`config.mk`:
```
export PLATFORM = sky130hd
export DESIGN_NAME = pipe_stage_reg
export DESIGN_NICKNAME = d
export VERILOG_FILES = /design/src/rtl/pipe_pkg.sv /design/src/rtl/pipe_skid_buf.sv /design/src/rtl/pipe_stage_reg.sv
export SDC_FILE = /design/constraint.sdc
export NUM_CORES = 1
export LEC_CHECK = 0
export ABC_AREA = 1
export CORE_UTILIZATION = 45
export DETAILED_ROUTE_END_ITERATION = 8
export PLACE_DENSITY = 0.93
export SETUP_SLACK_MARGIN = 0.5
export SYNTH_ARGS = -nofsm -noshare
export SYNTH_HDL_FRONTEND = slang
export SYNTH_SLANG_ARGS = --single-unit
export TNS_END_PERCENT = 30
```
`constraint.sdc`:
```
create_clock -name clock -period 2 [get_ports clock]
set_input_delay 0.4 -clock clock [delete_from_list [all_inputs] [get_ports clock]]
set_output_delay 0.4 -clock clock [all_outputs]
set_load 0.05 [all_outputs]
```
`src/rtl/pipe_pkg.sv`:
```
// pipe_pkg: shared field widths, per-boundary stage widths and EX/MEM packing offsets
package pipe_pkg;

    localparam int REG_ADDR_W = 5;
    localparam int WORD_W     = 32;
    localparam int MEM_WE_W   = 4;
    localparam int MEM_RW_W   = 2;
    localparam int ALU_OP_W   = 4;

    localparam int IF_ID_CTRL_W  = 1;
    localparam int IF_ID_DATA_W  = 2 * WORD_W;
    localparam int EX_MEM_CTRL_W = 2 + MEM_WE_W + MEM_RW_W;
    localparam int EX_MEM_DATA_W = REG_ADDR_W + 2 * WORD_W;
    localparam int ID_EX_CTRL_W  = EX_MEM_CTRL_W + ALU_OP_W + 1;
    localparam int ID_EX_DATA_W  = 3 * REG_ADDR_W + 3 * WORD_W;
    localparam int MEM_WB_CTRL_W = 2;
    localparam int MEM_WB_DATA_W = REG_ADDR_W + 2 * WORD_W;

    localparam int EX_MEM_REG_WRITE_BIT  = 7;
    localparam int EX_MEM_MEM_TO_REG_BIT = 6;
    localparam int EX_MEM_MEM_WRITE_LSB  = 2;
    localparam int EX_MEM_MEM_RW_LSB     = 0;

    localparam int EX_MEM_WRITE_REG_LSB  = 2 * WORD_W;
    localparam int EX_MEM_WRITE_DATA_LSB = WORD_W;
    localparam int EX_MEM_ALU_OUT_LSB    = 0;

    typedef struct packed {
        logic                reg_write;
        logic                mem_to_reg;
        logic [MEM_WE_W-1:0] mem_write;
        logic [MEM_RW_W-1:0] mem_read_width;
    } ex_mem_ctrl_t;

    function automatic logic [EX_MEM_DATA_W-1:0] pack_ex_mem_data(
        input logic [REG_ADDR_W-1:0] write_register,
        input logic [WORD_W-1:0]     write_data,
        input logic [WORD_W-1:0]     alu_out
    );
        return {write_register, write_data, alu_out};
    endfunction

endpackage

```
`src/rtl/pipe_skid_buf.sv`:
```
// pipe_skid_buf: one-entry skid register with a registered ready that never depends on downstream ready
module pipe_skid_buf #(
    parameter int CTRL_W = 8,
    parameter int DATA_W = 69
) (
    input  logic              clock,
    input  logic              reset,
    input  logic              flush,
    input  logic              push,
    input  logic              pop,
    input  logic [CTRL_W-1:0] in_ctrl,
    input  logic [DATA_W-1:0] in_data,
    output logic              skid_valid,
    output logic [CTRL_W-1:0] skid_ctrl,
    output logic [DATA_W-1:0] skid_data,
    output logic              ready
);

    // push only happens while ready is high, so a held entry is never overwritten
    always_ff @(posedge clock) begin
        if (reset) begin
            skid_valid <= 1'b0;
            ready      <= 1'b1;
            skid_ctrl  <= '0;
            skid_data  <= '0;
        end else if (flush) begin
            skid_valid <= 1'b0;
            ready      <= 1'b1;
        end else if (push) begin
            skid_valid <= 1'b1;
            ready      <= 1'b0;
            skid_ctrl  <= in_ctrl;
            skid_data  <= in_data;
        end else if (pop) begin
            skid_valid <= 1'b0;
            ready      <= 1'b1;
        end
    end

endmodule

```
`src/rtl/pipe_stage_reg.sv`:
```
// pipe_stage_reg: valid/ready pipeline stage register with flush, bubble-safe ctrl and stall counter; PIPE_SKID_EN adds a skid entry and registered in_ready
module pipe_stage_reg
    import pipe_pkg::*;
#(
    parameter int CTRL_W = EX_MEM_CTRL_W,
    parameter int DATA_W = EX_MEM_DATA_W,
    parameter int CNT_W  = 16
) (
    input  logic              clock,
    input  logic              reset,
    input  logic              flush,
    input  logic              in_valid,
    output logic              in_ready,
    input  logic [CTRL_W-1:0] in_ctrl,
    input  logic [DATA_W-1:0] in_data,
    output logic              out_valid,
    input  logic              out_ready,
    output logic [CTRL_W-1:0] out_ctrl,
    output logic [DATA_W-1:0] out_data,
    output logic [CNT_W-1:0]  stall_count
);

    logic              valid_reg;
    logic [CTRL_W-1:0] ctrl_reg;
    logic [DATA_W-1:0] data_reg;
    logic              load;
    logic              accept;
    logic              src_valid;
    logic [CTRL_W-1:0] src_ctrl;
    logic [DATA_W-1:0] src_data;

    assign load   = !valid_reg || out_ready;
    assign accept = in_valid && in_ready;

`ifdef PIPE_SKID_EN
    logic              skid_valid;
    logic [CTRL_W-1:0] skid_ctrl;
    logic [DATA_W-1:0] skid_data;

    pipe_skid_buf #(
        .CTRL_W(CTRL_W),
        .DATA_W(DATA_W)
    ) u_skid (
        .clock     (clock),
        .reset     (reset),
        .flush     (flush),
        .push      (accept && !load),
        .pop       (load),
        .in_ctrl   (in_ctrl),
        .in_data   (in_data),
        .skid_valid(skid_valid),
        .skid_ctrl (skid_ctrl),
        .skid_data (skid_data),
        .ready     (in_ready)
    );

    assign src_valid = skid_valid || accept;
    assign src_ctrl  = skid_valid ? skid_ctrl : in_ctrl;
    assign src_data  = skid_valid ? skid_data : in_data;
`else
    assign in_ready  = load;
    assign src_valid = accept;
    assign src_ctrl  = in_ctrl;
    assign src_data  = in_data;
`endif

    // main register refills whenever it is empty or its beat leaves this cycle
    always_ff @(posedge clock) begin
        if (reset) begin
            valid_reg <= 1'b0;
            ctrl_reg  <= '0;
            data_reg  <= '0;
        end else if (flush) begin
            valid_reg <= 1'b0;
        end else if (load) begin
            valid_reg <= src_valid;
            if (src_valid) begin
                ctrl_reg <= src_ctrl;
                data_reg <= src_data;
            end
        end
    end

    // saturating count of cycles a beat waited on downstream; only reset clears it
    always_ff @(posedge clock) begin
        if (reset)
            stall_count <= '0;
        else if (valid_reg && !out_ready && stall_count != '1)
            stall_count <= stall_count + 1'b1;
    end

    assign out_valid = valid_reg;
    assign out_ctrl  = valid_reg ? ctrl_reg : '0;
    assign out_data  = data_reg;

endmodule
```
# Yosys cells after proc, flatten, opt, wreduce, memory -nomap -nowiden
# Index checks and enable logic that the tools add are counted.
# W data, S select, Z words.
# word_totals
register_bits	94
elab_cells	16
inputBits	82
# classes
n_mux	1
eq_ne	1
bitwise_logic	1
n_addsub	1
n_reduce_logical	8
# op_table
cell	n
$add A16 B1 Y16 const B	1
$ne A16 B16 Y1 const B	1
$mux W8	1
$logic_and A1 B1 Y1	3
$reduce_and A3 Y1	1
$logic_not A1 Y1	2
$reduce_or A2 Y1	1
$logic_or A1 B1 Y1	1
$not A1 Y1	1

# Depth between registers and ports, before layout
# Gate-level depths: netlist of the first run.
# depth
ltp_word	4
mapped_depth	10
mapped_depth_nobuf	10

# Worst setup path after synthesis of the first run
# OpenSTA, ideal clock, no wires.
# synth_path
kind	register to register
start	reg stall_count[0]
end	reg stall_count[15]
arrival_ps	1691
setup_time_ps	117
slack_ps	192
n_path_buf	1
required_ps	1883
period_less_slack_ps	1808
path_stages_with_launch	8
cell_sequence	dfxtp_1 > ha_1 > nand3_1 > nor2_2 > nand3_1 > buf_6 > a21oi_1 > nor2_1
# synth_via
elab_chain_len	2
word_cells_on_any_way	3
classes_between	add/sub (1); eq/ne (1); reduce/logical (1)
# synth_rtl
element	line	text
from (decl)	pipe_stage_reg.sv:20	output logic [CNT_W-1:0] stall_count
from (signal assigned)	pipe_stage_reg.sv:89	stall_count <= stall_count + 1'b1;
branches (longest 2 deep; another with $add A16 B1 Y16)	-	
# Several ways; the timed one is not identified.
# A chain may end at the register's enable or synchronous reset.

# Worst setup path in the final report of the first run
# layout_path
start	reg valid_reg (netlist: out_valid)
end	out in_ready
# layout_via
elab_chain_len	2
# layout_rtl
element	line	text
from (decl)	pipe_stage_reg.sv:23	logic valid_reg;
from (signal assigned)	pipe_stage_reg.sv:76	valid_reg <= src_valid;
$logic_not A1 Y1	pipe_stage_reg.sv:32	assign load = !valid_reg || out_ready;
$logic_or A1 B1 Y1	pipe_stage_reg.sv:32	
to (decl)	pipe_stage_reg.sv:13	output logic in_ready,
# No other way between the ends.

==> reports/qor.yml, run 1 <==
run_status:
  status: "completed"
logic_synthesis:
  synthDistinctLibCells: 24
  seq_area_frac_synth: 0.491
  mappedNetlistArea_um2: 3840
  synth_compound_gate_area_share: 0.109
  synth.top_cell.area_share: 0.491
  proportion_of_synthesized_flip_flops_having_asynchronous_set_or_reset: 0
  commonest_register_cell_after_synthesis: "dfxtp_1"
  synth.top_cells.by_area: "dfxtp_1, nor2_1, o21ai_0"
  synth_enable_flop_cells: 0
  synth-seq-cells: 94
  syn_area_per_cell_um2: 7.24
  post_synth_most_frequent_cells: "nor2_1, dfxtp_1, o21ai_0"
  synth-warning-count: 0
  synth_fp_nets: 613
  yosys.cell_count.top_type: "nor2_1"
  synth_top_area_cell: "dfxtp_1"
  post_synth_xor_area_fraction: 0
  largest_family_of_logic_cells_by_synthesized_area: "simple AND/OR/NAND/NOR gates"
  synth.area.mux_share: 0
  syn_inst: 530
  post_synth_and_or_nand_nor_area_fraction: 0.314
  fraction_of_the_mapped_netlist_area_in_adder_cells: 0.00326
power:
  power_per_cell_area_nw_per_um2: 756
  vdd.ir_drop.worst_mv: 0.536
  total_leakage_power_nw: 2.47
  p_total_mw: 4.31
finish:
  largest_reg_flops: 69
  layout-drive-gt1-share: 0.230
  diode_insertion_count_for_antenna_repair: 0
  final_net_count: 783
  finalCoreUtilization: 0.694
  syn2layout_area_growth_pct: 48.7
hold_path:
  hold-path-cell-count: 2
  hold_path.class: "flip-flop to flip-flop"
sta:
  max_transition_viols_final: 0
  setup_viols_final: 0
  report.final.hold_viol_count: 0
  fin_hold_ws_ns: 0.488
  setup_repair_after_global_routing_missed_its_margin: "true"
  setup_slack_ns: 0.419
  final.min_clock_period_ns: 1.58
  tightestPinTransition_ns: 0.395
  min_period_over_period: 0.790
  clock.fmax_ghz: 0.633
  timing.slew.headroom: 0.736
  worst_clock_skew_ns: 0.00631
  tns_ns: 0
routing:
  detail_route.wirelength_um: 10600
  route.vias.total: 3989
  drt_drc_violations_left: 0
  dr.pass1.iters: 5
  first_iter_violations: 161
  postRouteAntennaNets: 0
  avgRoutedWirePerCell_um: 13.1
  avgViaCountPerCell: 4.93
worst_setup_path:
  crit_top_cell: "inv_4"
  worst-r2r-cell-count: 7
  critPathSlowestCell: "dfxtp_4"
  crit_path_start_kind: "flip-flop"
  worst-endpoint-required_ns: 1.60
  worst-endpoint-arrival_ns: 1.18
  critPathKind: "flip-flop to output pin"
  end_kind: "output pin"
  critical_path.max_fanout: 13
  critical_path.cell_chain: "inv_4 -> nor2_8 -> inv_4 -> buf_12"
  cp_slowest_stage_delay_ns: 0.40
die:
  core_area_um2: 8220
  rows: 33
  initial_core_util: 0.467
  die_area_um2: 8900
  io_pins: 177
  die_width_um: 94.3
  die_height_um: 94.3
clock_network:
  cts_root_buf: "clkbuf_8"
  cts.path.max_buffers: 2
  cts_made_buffers: 9
  clkSlewWorstSetupHoldPaths_ns: 0.09
  numClockSinks: 94
  clock_tree_from_tritoncts: "done"
  clk-insertion-delay-late_ns: 0.35
  ctsHtreeMaxLevel: 3
place:
  dp.final_hpwl_um: 7400
  placement.setup.worst_slack_ns: 0.0419
  port_buffers: 176
  finalWeightedCongestion: 0.942
global_route:
  gr-total-overflow: 0
  grt_util_overall: 0.229
  largest_net_degree_at_the_start_of_global_routing: 78
  first_pass_grt_wire_length_um: 16000
  antenna_violations_before_repair: 0
  grt_pass1_vias: 3553
run:
  drv.max_cap_violation_count: 0
## layout make-up
type                       instances  area, µm²
timing repair buffer             186       1660
fill                             689       2510
multi-input combinational        377       1670
clock buffer                       9        124
sequential                        94       1910
clock inverter                     6       87.6
inverter                          32        125
tap                              105        131
## metrics by stage
stage               instance area (µm²)  std cells
floorplan                          3860        530
global placement                   5650        789
detailed placement                 5650        789
CTS                                5770        804
global route                       5700        809
finish                             5700        809
## worst max-delay path: cells and delay by family, from the launching register on
kind                   cells  cell delay (ns)
DFF                        1             0.40
buffers and inverters      3             0.39
and+or+nand+nor            1             0.04
## report_power, final
part	total (mW)	switching (mW)	internal, mW	leakage [nW]
sequential	2.04	0.0613	1.98	0.779
clock	1.34	0.645	0.698	0.109
combinational	0.931	0.590	0.341	1.58
total	4.31	1.30	3.02	2.47
## layer usage
metal / GRT usage / up-vias / wire, µm
li1: - / 1997 / -
met1: 0.258 / 1799 / 4010
met2: 0.412 / 173 / 5440
met3: 0.0604 / 20 / 924
met4: 0.0859 / 0 / 189
met5: 0 / - / 0
## timing repair
action | in CTS | in global routing
pin swaps | 0 | 1
cloned | 0 | 2
hold buffers | 0 | 0
setup buffers | 0 | 3
setup endpoints to repair | 162 | 153
gates resized for setup | 231 | 76
## worst paths after layout
check	slack [ns]	start	end
max	0.42	out_valid$_SDFFE_PP0N_	in_ready
min	0.49	out_data[1]$_SDFFE_PP0P_	out_data[1]$_SDFFE_PP0P_
max reg2reg	0.44	stall_count[11]$_SDFFE_PP0P_	stall_count[1]$_SDFFE_PP0P_
min reg2reg	0.49	out_data[1]$_SDFFE_PP0P_	out_data[1]$_SDFFE_PP0P_
## cells by family after synthesis
logic type               after synthesis
AND/OR/NAND/NOR                      292
flip-flops                            94
AO/OA/AOI/OAI                         83
buffers and inverters                 60
adder cells (fa/ha/maj)                1
## cell usage in the layout, fill, tap and decap left out, types with 3 or more instances in the layout
master           count
clkbuf_8             9
nand4_1              4
nor2_1             188
buf_2               16
buf_4               13
clkdlybuf4s50_1     80
o21ai_0             71
clkdlybuf4s15_2     24
clkbuf_2            38
inv_1               28
o21ai_1              7
buf_12               4
dfxtp_2             10
nor2_2              18
nand3_1             12
clkdlybuf4s18_2      7
dfxtp_4              3
dfxtp_1             81
a21oi_1              4
nand2_1             60
Note: power is estimated with default switching activity, not from simulation.
==> run 2: changes to the inputs <==
Settings changed: CORE_UTILIZATION 45 to 37, PLACE_DENSITY 0.93 to 0.83.
Clock period 2 ns to 1.3 ns, I/O delays scaled along.
==> reports/qor.yml, run 2 (same netlist as run 1, synthesis figures left out) <==
finish:
  layout-drive-gt1-share: 0.419  # was 0.230
  layout.filler_cells: 599  # was 689
  diode_insertion_count_for_antenna_repair: 0  # unchanged
  syn2layout_area_growth_pct: 105  # was 48.7%
  largest_reg_flops: 69  # unchanged
  layout.cells.most_common_list: "nor2_1, buf_12, clkdlybuf4s50_1, dfxtp_1, o21ai_1"  # was nor2_1, dfxtp_1, clkdlybuf4s50_1, o21ai_0, nand2_1
  seqCellArea_um2: 1980  # was 1910 µm²
  final_net_count: 830  # was 783
  layout.cells.most_common: "nor2_1"  # unchanged
  multi_input_area_um2: 2030  # was 1670 µm²
routing:
  postRouteAntennaNets: 0  # unchanged
  drt_drc_violations_left: 0  # unchanged
  route.vias.total: 4372  # was 3,989
  first_iter_violations: 158  # was 161
  avgRoutedWirePerCell_um: 15.6  # was 13.1 µm
  detail_route.wirelength_um: 13800  # was 10,600 µm
  dr.pass1.iters: 5  # unchanged
  avgViaCountPerCell: 4.95  # was 4.93
die:
  rows: 36  # was 33
  die_height_um: 104  # was 94.3 µm
  die_area_um2: 10800  # was 8900 µm²
  die_width_um: 104  # was 94.3 µm
  io_pins: 177  # unchanged
  core_area_um2: 9910  # was 8220 µm²
  initial_core_util: 0.387  # was 0.467
worst_setup_path:
  r2r-end: "out_data[20]$_SDFFE_PP0P_"  # was stall_count[1]$_SDFFE_PP0P_
  worst-endpoint-arrival_ns: 1.72  # was 1.18 ns
  worst-endpoint-required_ns: 1.54  # was 1.60 ns
  critPathKind: "flip-flop to flip-flop"  # was flip-flop to output pin
  worst-r2r-cell-count: 9  # was 7
  end_kind: "flip-flop"  # was output pin
  cp_slowest_stage_delay_ns: 0.37  # was 0.40 ns
  crit_path_start_kind: "flip-flop"  # unchanged
  r2r_setup_slack_ns: -0.18  # was 0.44 ns
  critical_path.cell_chain: "inv_4 -> nor2_8 -> inv_4 -> buf_6 -> nand2_8 -> buf_4 -> buf_4 -> o21ai_0 -> nor2_1"  # was inv_4 -> nor2_8 -> inv_4 -> buf_12
  critical_path.max_fanout: 9  # was 13
  critPathSlowestCell: "dfxtp_4"  # unchanged
  timing.rr.start: "out_valid$_SDFFE_PP0N_"  # was stall_count[11]$_SDFFE_PP0P_
global_route:
  antenna_violations_before_repair: 0  # unchanged
  largest_net_degree_at_the_start_of_global_routing: 40  # was 78
  grt_util_overall: 0.250  # was 0.229
  gr-total-overflow: 0  # unchanged
  first_pass_grt_wire_length_um: 21700  # was 16,000 µm
  grt_pass1_vias: 4458  # was 3,553
sta:
  timing.slew.headroom: 0.833  # was 0.736
  min_period_over_period: 1.14
  report.final.hold_viol_count: 0  # unchanged
  setup_viols_final: 45  # was 0
  max_transition_viols_final: 0  # unchanged
  setup_repair_after_global_routing_missed_its_margin: "true"  # unchanged
  final.min_clock_period_ns: 1.48
  setup_slack_ns: -0.180  # was 0.419 ns
  tightestPinTransition_ns: 0.251  # was 0.395 ns
  fin_hold_ws_ns: 0.491  # was 0.488 ns
  clock.fmax_ghz: 0.676
  worst_clock_skew_ns: 0.00906  # was 0.00631 ns
power:
  power_per_cell_area_nw_per_um2: 911  # was 756 nW/µm²
  p_total_mw: 7.17  # was 4.31 mW
  total_leakage_power_nw: 3.18  # was 2.47 nW
  vdd.ir_drop.worst_mv: 0.631  # was 0.536 mV
clock_network:
  clock_tree_from_tritoncts: "done"  # unchanged
  ctsHtreeMaxLevel: 3  # unchanged
  cts_made_buffers: 9  # unchanged
  clkSlewWorstSetupHoldPaths_ns: 0.09  # about the same
  cts_root_buf: "clkbuf_8"  # unchanged
  cts.path.max_buffers: 2  # unchanged
  numClockSinks: 94  # unchanged
  clk-insertion-delay-late_ns: 0.35  # about the same
hold_path:
  hold-path-cell-count: 2  # unchanged
  min-delay-start: "ctrl_reg[6]$_SDFFE_PP0P_"  # was out_data[1]$_SDFFE_PP0P_
  worstHoldEndpoint: "ctrl_reg[6]$_SDFFE_PP0P_"  # was out_data[1]$_SDFFE_PP0P_
  hold_path.class: "flip-flop to flip-flop"  # unchanged
run_status:
  failing_checks: "setup timing"
  status: "finished, violations left"  # was completed
run:
  drv.max_cap_violation_count: 0  # unchanged
place:
  dp.final_hpwl_um: 9410  # was 7400 µm
  finalWeightedCongestion: 0.888  # was 0.942
  port_buffers: 176  # unchanged
## run 2: timing repair
item | CTS | global route
setup endpoints to repair | 189 | 189
hold buffers | 0 | 0
cloned | 3 | 1
buffers inserted | 18 | 4
resized for setup | 102 | 99
pin swaps | 22 | 5
endpoints found under the hold margin | 0 | 0
## run 2: where the power goes
| group | total (mW) | switching [mW] | internal [mW] |
|---|---|---|---|
| Clock | 1.93 | 1.02 | 0.910 |
| Combinational | 2.05 | 1.00 | 1.05 |
| Sequential | 3.20 | 0.188 | 3.01 |
## run 2: routing by layer
metal  vias to the layer above  track usage  wire [µm]
met4                         0        0.108        441
met1                      2057        0.251       4990
li1                       2099            -          -
met5                         -            0          0
met3                        43       0.0711        930
met2                       173        0.476       7440
## run 2: area by class of cell
| class | instances | share of cell area |
|---|---|---|
| timing repair buffer | 233 | 0.428 |
| multi-input combinational | 377 | 0.257 |
| clock inverter | 2 | 0.00175 |
| clock buffer | 13 | 0.0229 |
| sequential | 94 | 0.251 |
| inverter | 32 | 0.0178 |
| tap | 133 | 0.0211 |
## run 2: worst max-delay path: cells and delay by family, from the launching register on
family / cells / cell delay [ns]
DFF: 1 / 0.37
AOI/OAI and AO/OA: 1 / 0.21
and+or+nand+nor: 3 / 0.20
buffers and inverters: 5 / 0.58
## run 2: how the worst max path moves through the flow
stage	start	end	slack [ns]	depth (start not counted)
floorplan	out_valid$_SDFFE_PP0N_	stall_count[12]$_SDFFE_PP0P_	-0.11	9
global placement	out_ready	out_data[8]$_SDFFE_PP0P_	-0.32	7
detailed placement	out_ready	out_data[8]$_SDFFE_PP0P_	-0.41	7
CTS	out_valid$_SDFFE_PP0N_	in_ready	-0.14	5
global route	out_valid$_SDFFE_PP0N_	out_data[20]$_SDFFE_PP0P_	-0.21	9
finish	out_valid$_SDFFE_PP0N_	out_data[20]$_SDFFE_PP0P_	-0.18	9
## run 2: through the flow
step | setup slack (ns) | setup TNS [ns] | instance area (µm²) | instances | util
3_3_place_gp | -0.321 | -25.22 | 7000 | 843 | 0.706
6_report | -0.180 | -3.18 | 7870 | 884 | 0.794
5_1_grt | -0.207 | -8.39 | 7870 | 884 | 0.794
4_1_cts | -0.142 | -4.27 | 7660 | 879 | 0.773
2_1_floorplan | -0.114 | -4.16 | 3980 | 530 | -
3_5_place_dp | -0.409 | -29.32 | 7000 | 843 | 0.706
==> run 3: changes to the inputs <==
Settings changed: GPL_TIMING_DRIVEN from default to 0.
==> reports/qor.yml, run 3 (same netlist as run 1, synthesis figures left out) <==
die:
  io_pins: 177  # unchanged
  die_height_um: 104  # unchanged
  die_area_um2: 10800  # unchanged
  die_width_um: 104  # unchanged
  rows: 36  # unchanged
  initial_core_util: 0.387  # unchanged
  core_area_um2: 9910  # unchanged
worst_setup_path:
  worst-r2r-cell-count: 11  # was 9
  cpLargestDelayFamily: "buffers and inverters"  # unchanged
  end_kind: "flip-flop"  # unchanged
  worst-endpoint-arrival_ns: 1.81  # was 1.72 ns
  r2r-end: "out_data[47]$_SDFFE_PP0P_"  # was out_data[20]$_SDFFE_PP0P_
  crit_path_start_kind: "flip-flop"  # unchanged
  critical_path.cell_chain: "buf_8 -> inv_6 -> nor2_8 -> inv_4 -> buf_6 -> nand2_8 -> clkinv_8 -> buf_12 -> clkbuf_16 -> nor2_4 -> nor2_2"  # was inv_4 -> nor2_8 -> inv_4 -> buf_6 -> nand2_8 -> buf_4 -> buf_4 -> o21ai_0 -> nor2_1
  r2r_setup_slack_ns: -0.26  # was -0.18 ns
  cp_slowest_stage_delay_ns: 0.37  # about the same
  worst_path_bufs_invs: 7  # was 5
  timing.rr.start: "out_valid$_SDFFE_PP0N_"  # unchanged
  critical_path.max_fanout: 8  # was 9
  critPathSlowestCell: "dfxtp_4"  # unchanged
  critPathKind: "flip-flop to flip-flop"  # unchanged
  worst-endpoint-required_ns: 1.55  # was 1.54 ns
routing:
  route.met3.wl_um: 986  # was 930 µm
  first_iter_violations: 168  # was 158
  routedLengthMet1_um: 5120  # was 4990 µm
  route.vias.total: 4401  # was 4,372
  drt_drc_violations_left: 0  # unchanged
  avgRoutedWirePerCell_um: 15.7  # was 15.6 µm
  avgViaCountPerCell: 4.91  # was 4.95
  detail_route.wirelength_um: 14100  # was 13,800 µm
  dr.pass1.iters: 6  # was 5
  top_signal_layer_used: "met4"  # unchanged
  detailroute.wirelength.met2_um: 7590  # was 7440 µm
  postRouteAntennaNets: 0  # unchanged
place:
  place_area_um2: 5910  # was 7000 µm²
  finalWeightedCongestion: 0.886  # was 0.888
  dp.final_hpwl_um: 8580  # was 9410 µm
  port_buffers: 176  # unchanged
global_route:
  largest_net_degree_at_the_start_of_global_routing: 16  # was 40
  gr-total-overflow: 0  # unchanged
  grt_pass1_vias: 4298  # was 4,458
  antenna_violations_before_repair: 0  # unchanged
  grt_util_overall: 0.232  # was 0.250
  first_pass_grt_wire_length_um: 20300  # was 21,700 µm
power:
  total_leakage_power_nw: 3.17  # was 3.18 nW
  p_total_mw: 7.23  # was 7.17 mW
  vdd.ir_drop.worst_mv: 0.702  # was 0.631 mV
  power_per_cell_area_nw_per_um2: 948  # was 911 nW/µm²
sta:
  setup_viols_final: 100  # was 45
  final.min_clock_period_ns: 1.56  # was 1.48 ns
  tightestPinTransition_ns: 0.410  # was 0.251 ns
  setup_repair_after_global_routing_missed_its_margin: "true"  # unchanged
  max_transition_viols_final: 0  # unchanged
  report.final.hold_viol_count: 0  # unchanged
  clock.fmax_ghz: 0.642  # was 0.676 GHz
  worst_clock_skew_ns: 0.00697  # was 0.00906 ns
  setup_slack_ns: -0.257  # was -0.180 ns
  min_period_over_period: 1.20  # was 1.14
  timing.slew.headroom: 0.727  # was 0.833
clock_network:
  ctsHtreeMaxLevel: 3  # unchanged
  clkSlewWorstSetupHoldPaths_ns: 0.09  # about the same
  cts_root_buf: "clkbuf_8"  # unchanged
  clock_tree_from_tritoncts: "done"  # unchanged
  cts.path.max_buffers: 2  # unchanged
  numClockSinks: 94  # unchanged
  cts_made_buffers: 9  # unchanged
  clk-insertion-delay-late_ns: 0.34  # was 0.35 ns
finish:
  layout.cells.most_common: "nor2_1"  # unchanged
  final_instance_area_um2: 7620  # was 7870 µm²
  diode_insertion_count_for_antenna_repair: 0  # unchanged
  layout.cells.most_common_list: "nor2_1, clkdlybuf4s50_1, buf_8, nand2_1, buf_6"  # was nor2_1, buf_12, clkdlybuf4s50_1, dfxtp_1, o21ai_1
  layout-drive-gt1-share: 0.463  # was 0.419
  final_net_count: 842  # was 830
  syn2layout_area_growth_pct: 98.8  # was 105%
  largest_reg_flops: 69  # unchanged
run:
  drv.max_cap_violation_count: 0  # unchanged
hold_path:
  hold-path-cell-count: 2  # unchanged
  hold_path.class: "input pin to flip-flop"  # was flip-flop to flip-flop
  min-delay-start: "flush"  # was ctrl_reg[6]$_SDFFE_PP0P_
  worstHoldEndpoint: "out_valid$_SDFFE_PP0N_"  # was ctrl_reg[6]$_SDFFE_PP0P_
run_status:
  failing_checks: "setup timing"  # unchanged
  status: "finished, violations left"  # unchanged
## run 3: worst max path at each step
stage,cells after the start,slack (ns),endpoint,start
after CTS,6,-0.27,in_ready,out_valid$_SDFFE_PP0N_
after floorplan,9,-0.11,stall_count[12]$_SDFFE_PP0P_,out_valid$_SDFFE_PP0N_
after global placement,5,-0.91,in_ready,out_ready
after global routing,11,-0.32,out_data[45]$_SDFFE_PP0P_,out_valid$_SDFFE_PP0N_
after detailed placement,5,-0.92,in_ready,out_ready
final,11,-0.26,out_data[47]$_SDFFE_PP0P_,out_valid$_SDFFE_PP0N_
## run 3: stage by stage
stage / TNS [ns] / setup WS (ns) / instances / hold WS (ns) / util
2_1_floorplan: -4.16 / -0.114 / 530 / 0.322 / -
3_3_place_gp: -56.12 / -0.911 / 839 / 0.450 / 0.596
3_5_place_dp: -62.43 / -0.918 / 839 / 0.464 / 0.596
4_1_cts: -12.57 / -0.273 / 876 / 0.458 / 0.682
5_1_grt: -22.51 / -0.324 / 897 / 0.500 / 0.769
6_report: -16.14 / -0.257 / 897 / 0.474 / 0.769
## run 3: timing repair
action,in CTS,in global routing
cloned,1,7
endpoints found under the setup margin,189,189
buffers inserted,20,14
hold endpoints to repair,0,0
hold buffers,0,0
pin swaps,6,23
resized for setup,793,200
## run 3: area by class of cell
class                      count  area, µm²
timing repair buffer         218       2600
fill                         636       2280
tap                          133        166
buffer                        28        314
multi-input combinational    376       2190
inverter                      32        141
clock buffer                  11        141
sequential                    94       2010
clock inverter                 5       57.6
## run 3: power by group
group          switching [mW]  total (mW)  internal [mW]
sequential              0.175        3.19           3.02
combinational            1.09        2.07          0.978
clock                    1.02        1.96          0.945
total                    2.28        7.23           4.94
## run 3: layer usage
layer  vias to the layer above  GRT usage
met5                         -          0
met4                         0      0.103
met3                        32     0.0654
met2                       168      0.428
met1                      2068      0.243
li1                       2133          -
